--- config.mk ---
export PLATFORM = sky130hd
export DESIGN_NAME = button_debounce_rx
export DESIGN_NICKNAME = d
export VERILOG_FILES = /design/src/rtl/button_debounce_rx.sv
export SDC_FILE = /design/constraint.sdc
export NUM_CORES = 1
export LEC_CHECK = 0
export CAP_MARGIN = 10
export CELL_PAD_IN_SITES_DETAIL_PLACEMENT = 0
export CELL_PAD_IN_SITES_GLOBAL_PLACEMENT = 1
export CORE_MARGIN = 2
export CORE_UTILIZATION = 42
export CTS_CLUSTER_SIZE = 25
export DETAILED_ROUTE_END_ITERATION = 8
export PLACE_DENSITY_LB_ADDON = 0.1
export SETUP_SLACK_MARGIN = 0.1
export SLEW_MARGIN = 40
export SYNTH_ARGS = -nofsm -noshare
export SYNTH_HDL_FRONTEND = slang
export SYNTH_SLANG_ARGS = --single-unit
export TNS_END_PERCENT = 10
--- constraint.sdc ---
create_clock -name inCLK -period 1.6 [get_ports inCLK]
set_input_delay 0.24 -clock inCLK [delete_from_list [all_inputs] [get_ports inCLK]]
set_output_delay 0.24 -clock inCLK [all_outputs]
set_load 0.01 [all_outputs]
--- src/rtl/button_debounce_rx.sv ---
// Push-button receiver: 2-FF synchroniser, prescaled debounce FSM, clean
// level, press/release strobes, press-toggled level and an optional
// long-press strobe.
// Optional feature macro: BUTTON_DEBOUNCE_LONGPRESS_EN (long-press counter
// and outLONG strobe); when undefined outLONG is tied low.
module button_debounce_rx #(
  parameter int unsigned TICK_DIV       = 50000,
  parameter int unsigned DEBOUNCE_TICKS = 20,
  parameter bit          BTN_ACTIVE_LOW = 1'b1,
  parameter int unsigned LONG_TICKS     = 1000
) (
  input  logic inCLK,
  input  logic inRESET,
  input  logic inBTN,
  output logic outLEVEL,
  output logic outPRESS,
  output logic outRELEASE,
  output logic outTOGGLE,
  output logic outLONG
);

  localparam int unsigned TW = $clog2(TICK_DIV);
  localparam int unsigned SW = $clog2(DEBOUNCE_TICKS + 1);

  typedef enum logic [1:0] {
    S_IDLE,
    S_PRESS_WAIT,
    S_PRESSED,
    S_RELEASE_WAIT
  } state_e;

  logic          btn_meta_q, btn_meta_d;
  logic          btn_sync_q, btn_sync_d;
  logic [TW-1:0] tick_cnt_q, tick_cnt_d;
  logic [SW-1:0] stable_q, stable_d;
  logic [SW-1:0] stable_inc;
  state_e        state_q, state_d;
  logic          level_q, level_d;
  logic          press_q, press_d;
  logic          release_q, release_d;
  logic          toggle_q, toggle_d;
  logic          pressed;
  logic          tick;

  // Synchroniser inputs, pressed normalisation and free-running tick prescaler.
  always_comb begin
    btn_meta_d = inBTN;
    btn_sync_d = btn_meta_q;
    pressed    = btn_sync_q ^ BTN_ACTIVE_LOW;
    tick       = (tick_cnt_q == TW'(TICK_DIV - 1));
    tick_cnt_d = tick ? '0 : tick_cnt_q + TW'(1);
    stable_inc = (stable_q == SW'(DEBOUNCE_TICKS)) ? stable_q : stable_q + SW'(1);
  end

  // Debounce FSM: next state, stable-tick counter and registered outputs.
  always_comb begin
    // NOTE: every output of this block gets a default first so no path can
    // leave a value unassigned and infer a latch.
    state_d   = state_q;
    stable_d  = stable_q;
    level_d   = level_q;
    press_d   = 1'b0;
    release_d = 1'b0;
    toggle_d  = toggle_q;
    unique case (state_q)
      S_IDLE: begin
        if (pressed) begin
          state_d  = S_PRESS_WAIT;
          stable_d = '0;
        end
      end
      S_PRESS_WAIT: begin
        if (!pressed) begin
          state_d  = S_IDLE;
          stable_d = '0;
        end else if (tick) begin
          if (stable_q == SW'(DEBOUNCE_TICKS - 1)) begin
            state_d  = S_PRESSED;
            stable_d = '0;
            level_d  = 1'b1;
            press_d  = 1'b1;
            toggle_d = ~toggle_q;
          end else begin
            stable_d = stable_inc;
          end
        end
      end
      S_PRESSED: begin
        if (!pressed) begin
          state_d  = S_RELEASE_WAIT;
          stable_d = '0;
        end
      end
      S_RELEASE_WAIT: begin
        if (pressed) begin
          state_d  = S_PRESSED;
          stable_d = '0;
        end else if (tick) begin
          if (stable_q == SW'(DEBOUNCE_TICKS - 1)) begin
            state_d   = S_IDLE;
            stable_d  = '0;
            level_d   = 1'b0;
            release_d = 1'b1;
          end else begin
            stable_d = stable_inc;
          end
        end
      end
      default: state_d = S_IDLE;
    endcase
  end

  // State register; the synchroniser resets to the released pin level.
  always_ff @(posedge inCLK or negedge inRESET) begin
    // NOTE: non-blocking assignments here so every flop samples the values
    // from before this edge, independent of statement order.
    if (!inRESET) begin
      btn_meta_q <= BTN_ACTIVE_LOW;
      btn_sync_q <= BTN_ACTIVE_LOW;
      tick_cnt_q <= '0;
      stable_q   <= '0;
      state_q    <= S_IDLE;
      level_q    <= 1'b0;
      press_q    <= 1'b0;
      release_q  <= 1'b0;
      toggle_q   <= 1'b0;
    end else begin
      btn_meta_q <= btn_meta_d;
      btn_sync_q <= btn_sync_d;
      tick_cnt_q <= tick_cnt_d;
      stable_q   <= stable_d;
      state_q    <= state_d;
      level_q    <= level_d;
      press_q    <= press_d;
      release_q  <= release_d;
      toggle_q   <= toggle_d;
    end
  end

`ifdef BUTTON_DEBOUNCE_LONGPRESS_EN
  localparam int unsigned LW = $clog2(LONG_TICKS + 1);

  logic [LW-1:0] long_cnt_q, long_cnt_d;
  logic          long_q, long_d;

  // Long-press counter: cleared on press acceptance, counts ticks in PRESSED,
  // holds in RELEASE_WAIT and saturates so it strobes once per press.
  always_comb begin
    long_cnt_d = long_cnt_q;
    long_d     = 1'b0;
    if (press_d) begin
      long_cnt_d = '0;
    end else if (state_q == S_PRESSED && pressed && tick &&
                 long_cnt_q != LW'(LONG_TICKS)) begin
      long_cnt_d = long_cnt_q + LW'(1);
      long_d     = (long_cnt_q == LW'(LONG_TICKS - 1));
    end
  end

  // Long-press counter and strobe registers.
  always_ff @(posedge inCLK or negedge inRESET) begin
    if (!inRESET) begin
      long_cnt_q <= '0;
      long_q     <= 1'b0;
    end else begin
      long_cnt_q <= long_cnt_d;
      long_q     <= long_d;
    end
  end

  assign outLONG = long_q;
`else
  // Keeps the long-press length referenced when the feature is compiled out.
  logic unused_long_cfg;
  assign unused_long_cfg = (LONG_TICKS == 0);
  assign outLONG         = 1'b0;
`endif

  assign outLEVEL   = level_q;
  assign outPRESS   = press_q;
  assign outRELEASE = release_q;
  assign outTOGGLE  = toggle_q;

endmodule

; ---- After elaboration in Yosys (flattened, before gate mapping)
; Cells that the tools add are included.
[op_classes]
add_sub_neg = 2
n_eq_ne = 18
n_mux = 31
bitwise_logic = 2
n_reduce_logical = 6
[op_table]
columns = op, n
row1 = 5-bit 2-to-1 mux, 7
row2 = 5-bit one-hot mux with 4 select lines, 1
row3 = "16-bit by 1-bit adder with 16-bit output, second input constant", 1
row4 = "16-bit == test, second input constant", 1
row5 = 16-bit 2-to-1 mux, 1
row6 = 2-bit 2-to-1 mux, 8
row7 = "2-bit != test, second input constant", 8
row8 = 1-bit 2-to-1 mux, 12
row9 = "3-bit != test, second input constant", 4
row10 = "5-bit == test, second input constant", 2
row11 = 2-bit one-hot mux with 4 select lines, 1
row12 = 7-bit AND reduction, 1
row13 = 6-bit AND reduction, 1
row14 = "5-bit by 1-bit adder with 5-bit output, second input constant", 1
row15 = "2-bit == test, second input constant", 2
row16 = 4-bit AND reduction, 1
row17 = "2-bit by 1-bit == test with 1-bit output, second input constant", 1
row18 = 2-bit logical NOT, 1
row19 = 1-bit NOT, 2
row20 = 1-bit one-hot mux with 2 select lines, 1
row21 = 2-bit AND reduction, 1
row22 = 2-bit nonzero test, 1
[word_totals]
register_bits = 29
in_bits = 3
out_inout_bits = 5
elab_cells = 68

; ---- Depth between registers and ports, before layout
[depth]
depth_word = 6
depth_mapped = 8
depth_no_buf = 6

; ---- Least setup slack after synthesis
; No wires, ideal clock.
[synth_path]
path_kind = reg-to-reg
start = register tick_cnt_q[0]
end = register tick_cnt_q[14]
setup_ps = 77
arrival_time_ps = 1561
required_ps = 1523
path_slack_ps = -38
stages_incl_launch_ff = 7
n_path_buf = 1
period_less_slack_ps = 1638
cell_sequence = dfrtp_1 -> ha_1 -> and3_1 -> buf_6 -> nand3_1 -> or4_1 -> a21oi_1
[synth_via]
elab_chain_len = 2
word_cells_on_any_way = 3
cone_classes = 1 x add/sub / 1 x eq/ne / 1 x mux
[synth_lines]
columns = element, line
row1 = "start, declared", 34  ; logic [TW-1:0] tick_cnt_q, tick_cnt_d;
row2 = "start signal, assigned", 130  ; tick_cnt_q <= tick_cnt_d;
row3 = 16-bit by 1-bit adder with 16-bit output or 16-bit == test (tied branches), "51, 50"
row4 = 16-bit 2-to-1 mux *, 51  ; tick_cnt_d = tick ? '0 : tick_cnt_q + TW'(1);
row5 = net tick_cnt_d[14], 34
; The timed path passes the listed nets; every way through them passes the cells marked *.
; A chain may end at the register's enable or synchronous reset.

; ---- Worst setup path in the final report
[layout_path]
start = register tick_cnt_q[7]
end = register tick_cnt_q[14]
; The elaborated chain is that of the path after synthesis.

==> results.yml <==
power:
  power_switching_mw: 0.306
  p_clk_share_pct: 45.1
  leakage_nw: 0.913
  peakVddDrop_mv: 0.397
  pwr-share-seq_pct: 51.8
  p_int_mw: 1.13
  pwr-share-comb_pct: 3.1
  powerDensity_nw_per_um2: 747
  swShare_pct: 21.3
critical_path:
  path_max_fanout: 3
  crit_type: "reg2reg"
  start_kind: "flip-flop"
  arrival_ps: 1820
  endpoint_kind: "flip-flop"
  cp-startpoint: "tick_cnt_q[7]"
  r2r_start: "tick_cnt_q[7]"
  required_ps: 1870
clocking:
  cts_max_level: 2
  clk_pin_slew_ps: 100
  cts_setup_buffers: 0
  cts_buffer_depth: 2
  clock_latency_ps: 340
  numCtsBuffers: 5
  root_buffer: "clkbuf_4"
  clock_sinks: 29
  cts_tree: "built"
  postCtsHoldBufs: 0
placement:
  detailed_place_hpwl_um: 2110
  place_congestion: 0.864
  port_buffers: 6
  dpl_cell_area_um2: 1770
finish:
  antenna_cells: 0
  final_common_cell: "dfrtp_1"
  mostFrequentLayoutCells: "dfrtp_1, buf_4, nor2_1"
  seq_area_um2: 728
  postLayoutCellArea_um2: 1920
  drive_above_1_share_pct: 30.5
  multi_input_area_um2: 736
  final_util_pct: 57.0
  nFillCells: 324
  fin_nets: 182
  areaGrowthSynthToFinish_pct: 29.4
floorplanning:
  die_x_um: 63.4
  pin_count: 8
  start_util_pct: 44.1
  row_count: 21
  coreArea_um2: 3360
  die_h_um: 63.4
  die_area_um2: 4020
route:
  avgRoutedWirePerCell_um: 13.5
  drc: 0
  via_per_inst: 5.16
  vias: 1150
  drt_iter0_drc: 49
  drt_wl_total_um: 3000
  ant_nets: 0
  dr.pass1.iters: 4
sta:
  period_share_pct: 97.4
  slew_violations: 0
  rsz0062_at_grt: "true"
  setup_violations: 0
  finalCriticalPeriod_ps: 1560
  final_hold_viol_count: 0
  finClkSkew_ps: 12.3
  fmax_mhz: 642
synth:
  syn-num-nets: 148
  syn_inst: 142
  yosysUniqueCellTypes: 42
  yosys_warnings: 0
  yosys_register_bits: 29
  synth.yosys.seq_area_share_pct: 49.1
  synth_area_um2: 1480
  postSynthAreaPerCell_um2: 10.4
job:
  drv_cap: 0
outcome:
  status: "finished clean"
global_route:
  first_global_vias: 1189
  grt_pass1_wl_um: 5190
  antenna_found_initial: 0
  grt_util_all_layers_pct: 17.1
  grt_max_degree: 30
  grt-ovfl-total: 0
min_path:
  hp-class: "in2async"
[metrics by stage]
step | hold WS, ps | cells | TNS (ps) | setup slack (ps) | power [mW]
final | 245 | 223 | 0 | 41.6 | 1.43
after CTS | 233 | 223 | 0 | 44.0 | 1.46
after floorplan | -55.6 | 142 | -4.19 | -4.19 | 0.772
after global placement | 350 | 215 | 0 | 5.93 | 0.802
after detailed placement | 352 | 215 | -20.0 | -20.0 | 0.802
after global routing | 230 | 223 | -76.1 | -31.6 | 1.51
[power groups by stage]
| stage | clock network [mW] | logic, mW | registers, mW |
|---|---|---|---|
| finish | 0.646 | 0.0450 | 0.742 |
| global route | 0.713 | 0.0513 | 0.743 |
| CTS | 0.671 | 0.0462 | 0.742 |
| detailed placement | 0 | 0.0463 | 0.756 |
| global placement | 0 | 0.0457 | 0.756 |
| floorplan | 0 | 0.0149 | 0.757 |
[final cells by class]
class	instances	area share (%)
inverters	6	1.17
clock inverters	2	1.96
well taps	46	3.00
flip-flops and latches	29	38.0
clock buffers	6	2.67
multi-input cells	102	38.4
repair buffers	32	14.9
[layer usage]
| layer | GRT usage (%) | vias up | part of all wire (%) |
|---|---|---|---|
| li1 | - | 574 | - |
| met1 | 19.7 | 554 | 45 |
| met2 | 28.6 | 16 | 49 |
| met3 | 7.14 | 6 | 4.8 |
| met4 | 5.71 | 0 | 1.6 |
| met5 | 0 | - | 0 |
[kinds of logic (layout without fill, tap and decap cells)]
| family | count (synthesis) | count (layout) | share of synthesized area (%) |
|---|---|---|---|
| buf+inv | 11 | 46 | 4.81 |
| compound gates | 26 | 26 | 11.0 |
| fa+ha+maj | 3 | 3 | 2.53 |
| simple gates | 59 | 59 | 24.6 |
| xor+xnor | 13 | 13 | 7.68 |
| flops | 29 | 29 | 49.1 |
| other cells | 1 | 1 | 0.253 |
[final timing paths]
kind | end | slack (ps) | depth (start not counted)
setup reg to reg | tick_cnt_q[14] | 40 | 5
max in group asynchronous | btn_sync_q | 1110 | 2
setup / recovery | tick_cnt_q[14] | 40 | 5
hold reg to reg | btn_sync_q | 370 | 0
min in group inCLK | btn_meta_q | 310 | 1
hold / removal | tick_cnt_q[1] | 240 | 2
[Yosys cell counts, drive strengths merged]
master	n	share of area [%]
and4bb	2	1.7
nor2b	4	1.7
or4	2	1.0
inv	6	1.5
clkbuf	1	0.93
xor2	7	4.1
conb	1	0.25
a41oi	1	0.59
a22o	1	0.59
nor4	1	1.4
o22ai	4	1.7
ha	3	2.5
a31oi	1	0.42
and3	3	1.3
dfrtp	27	46
nand3b	1	0.51
nor2	12	3.0
buf	4	2.4
nand3	10	3.4
o31ai	3	1.5
nand4b	1	0.59
o21ai	5	1.7
a311o	1	0.68
o221ai	1	0.59
nor4b	1	1.0
xnor2	6	3.5
nand4	3	1.7
nor3	1	0.34
dfstp	2	3.5
o211ai	1	0.51
a21oi	8	2.7
and4	3	2.0
nand2b	1	0.42
and2	3	1.3
nand2	9	2.3
nor3b	2	1.0
[worst max-delay path, cell delays in order, from the launching register on]
cell	delay, ps
dfrtp_1	440
buf_6	120
and4_4	210
nand3_2	80
or4_4	520
a21oi_2	130
[sequential cells by signal, indices dropped and copies added, names as in the netlist, named ones only]
signal and count:
outTOGGLE 1, outPRESS 1, outLEVEL 1, state_q 1
btn_meta_q 1, outRELEASE 1, btn_sync_q 1, tick_cnt_q 16
stable_q 5
[timing repair]
item,in CTS,in global routing
pin swaps,4,3
setup endpoints to repair,14,19
resized for setup,7,12
Power figures use the tool's default switching activity.
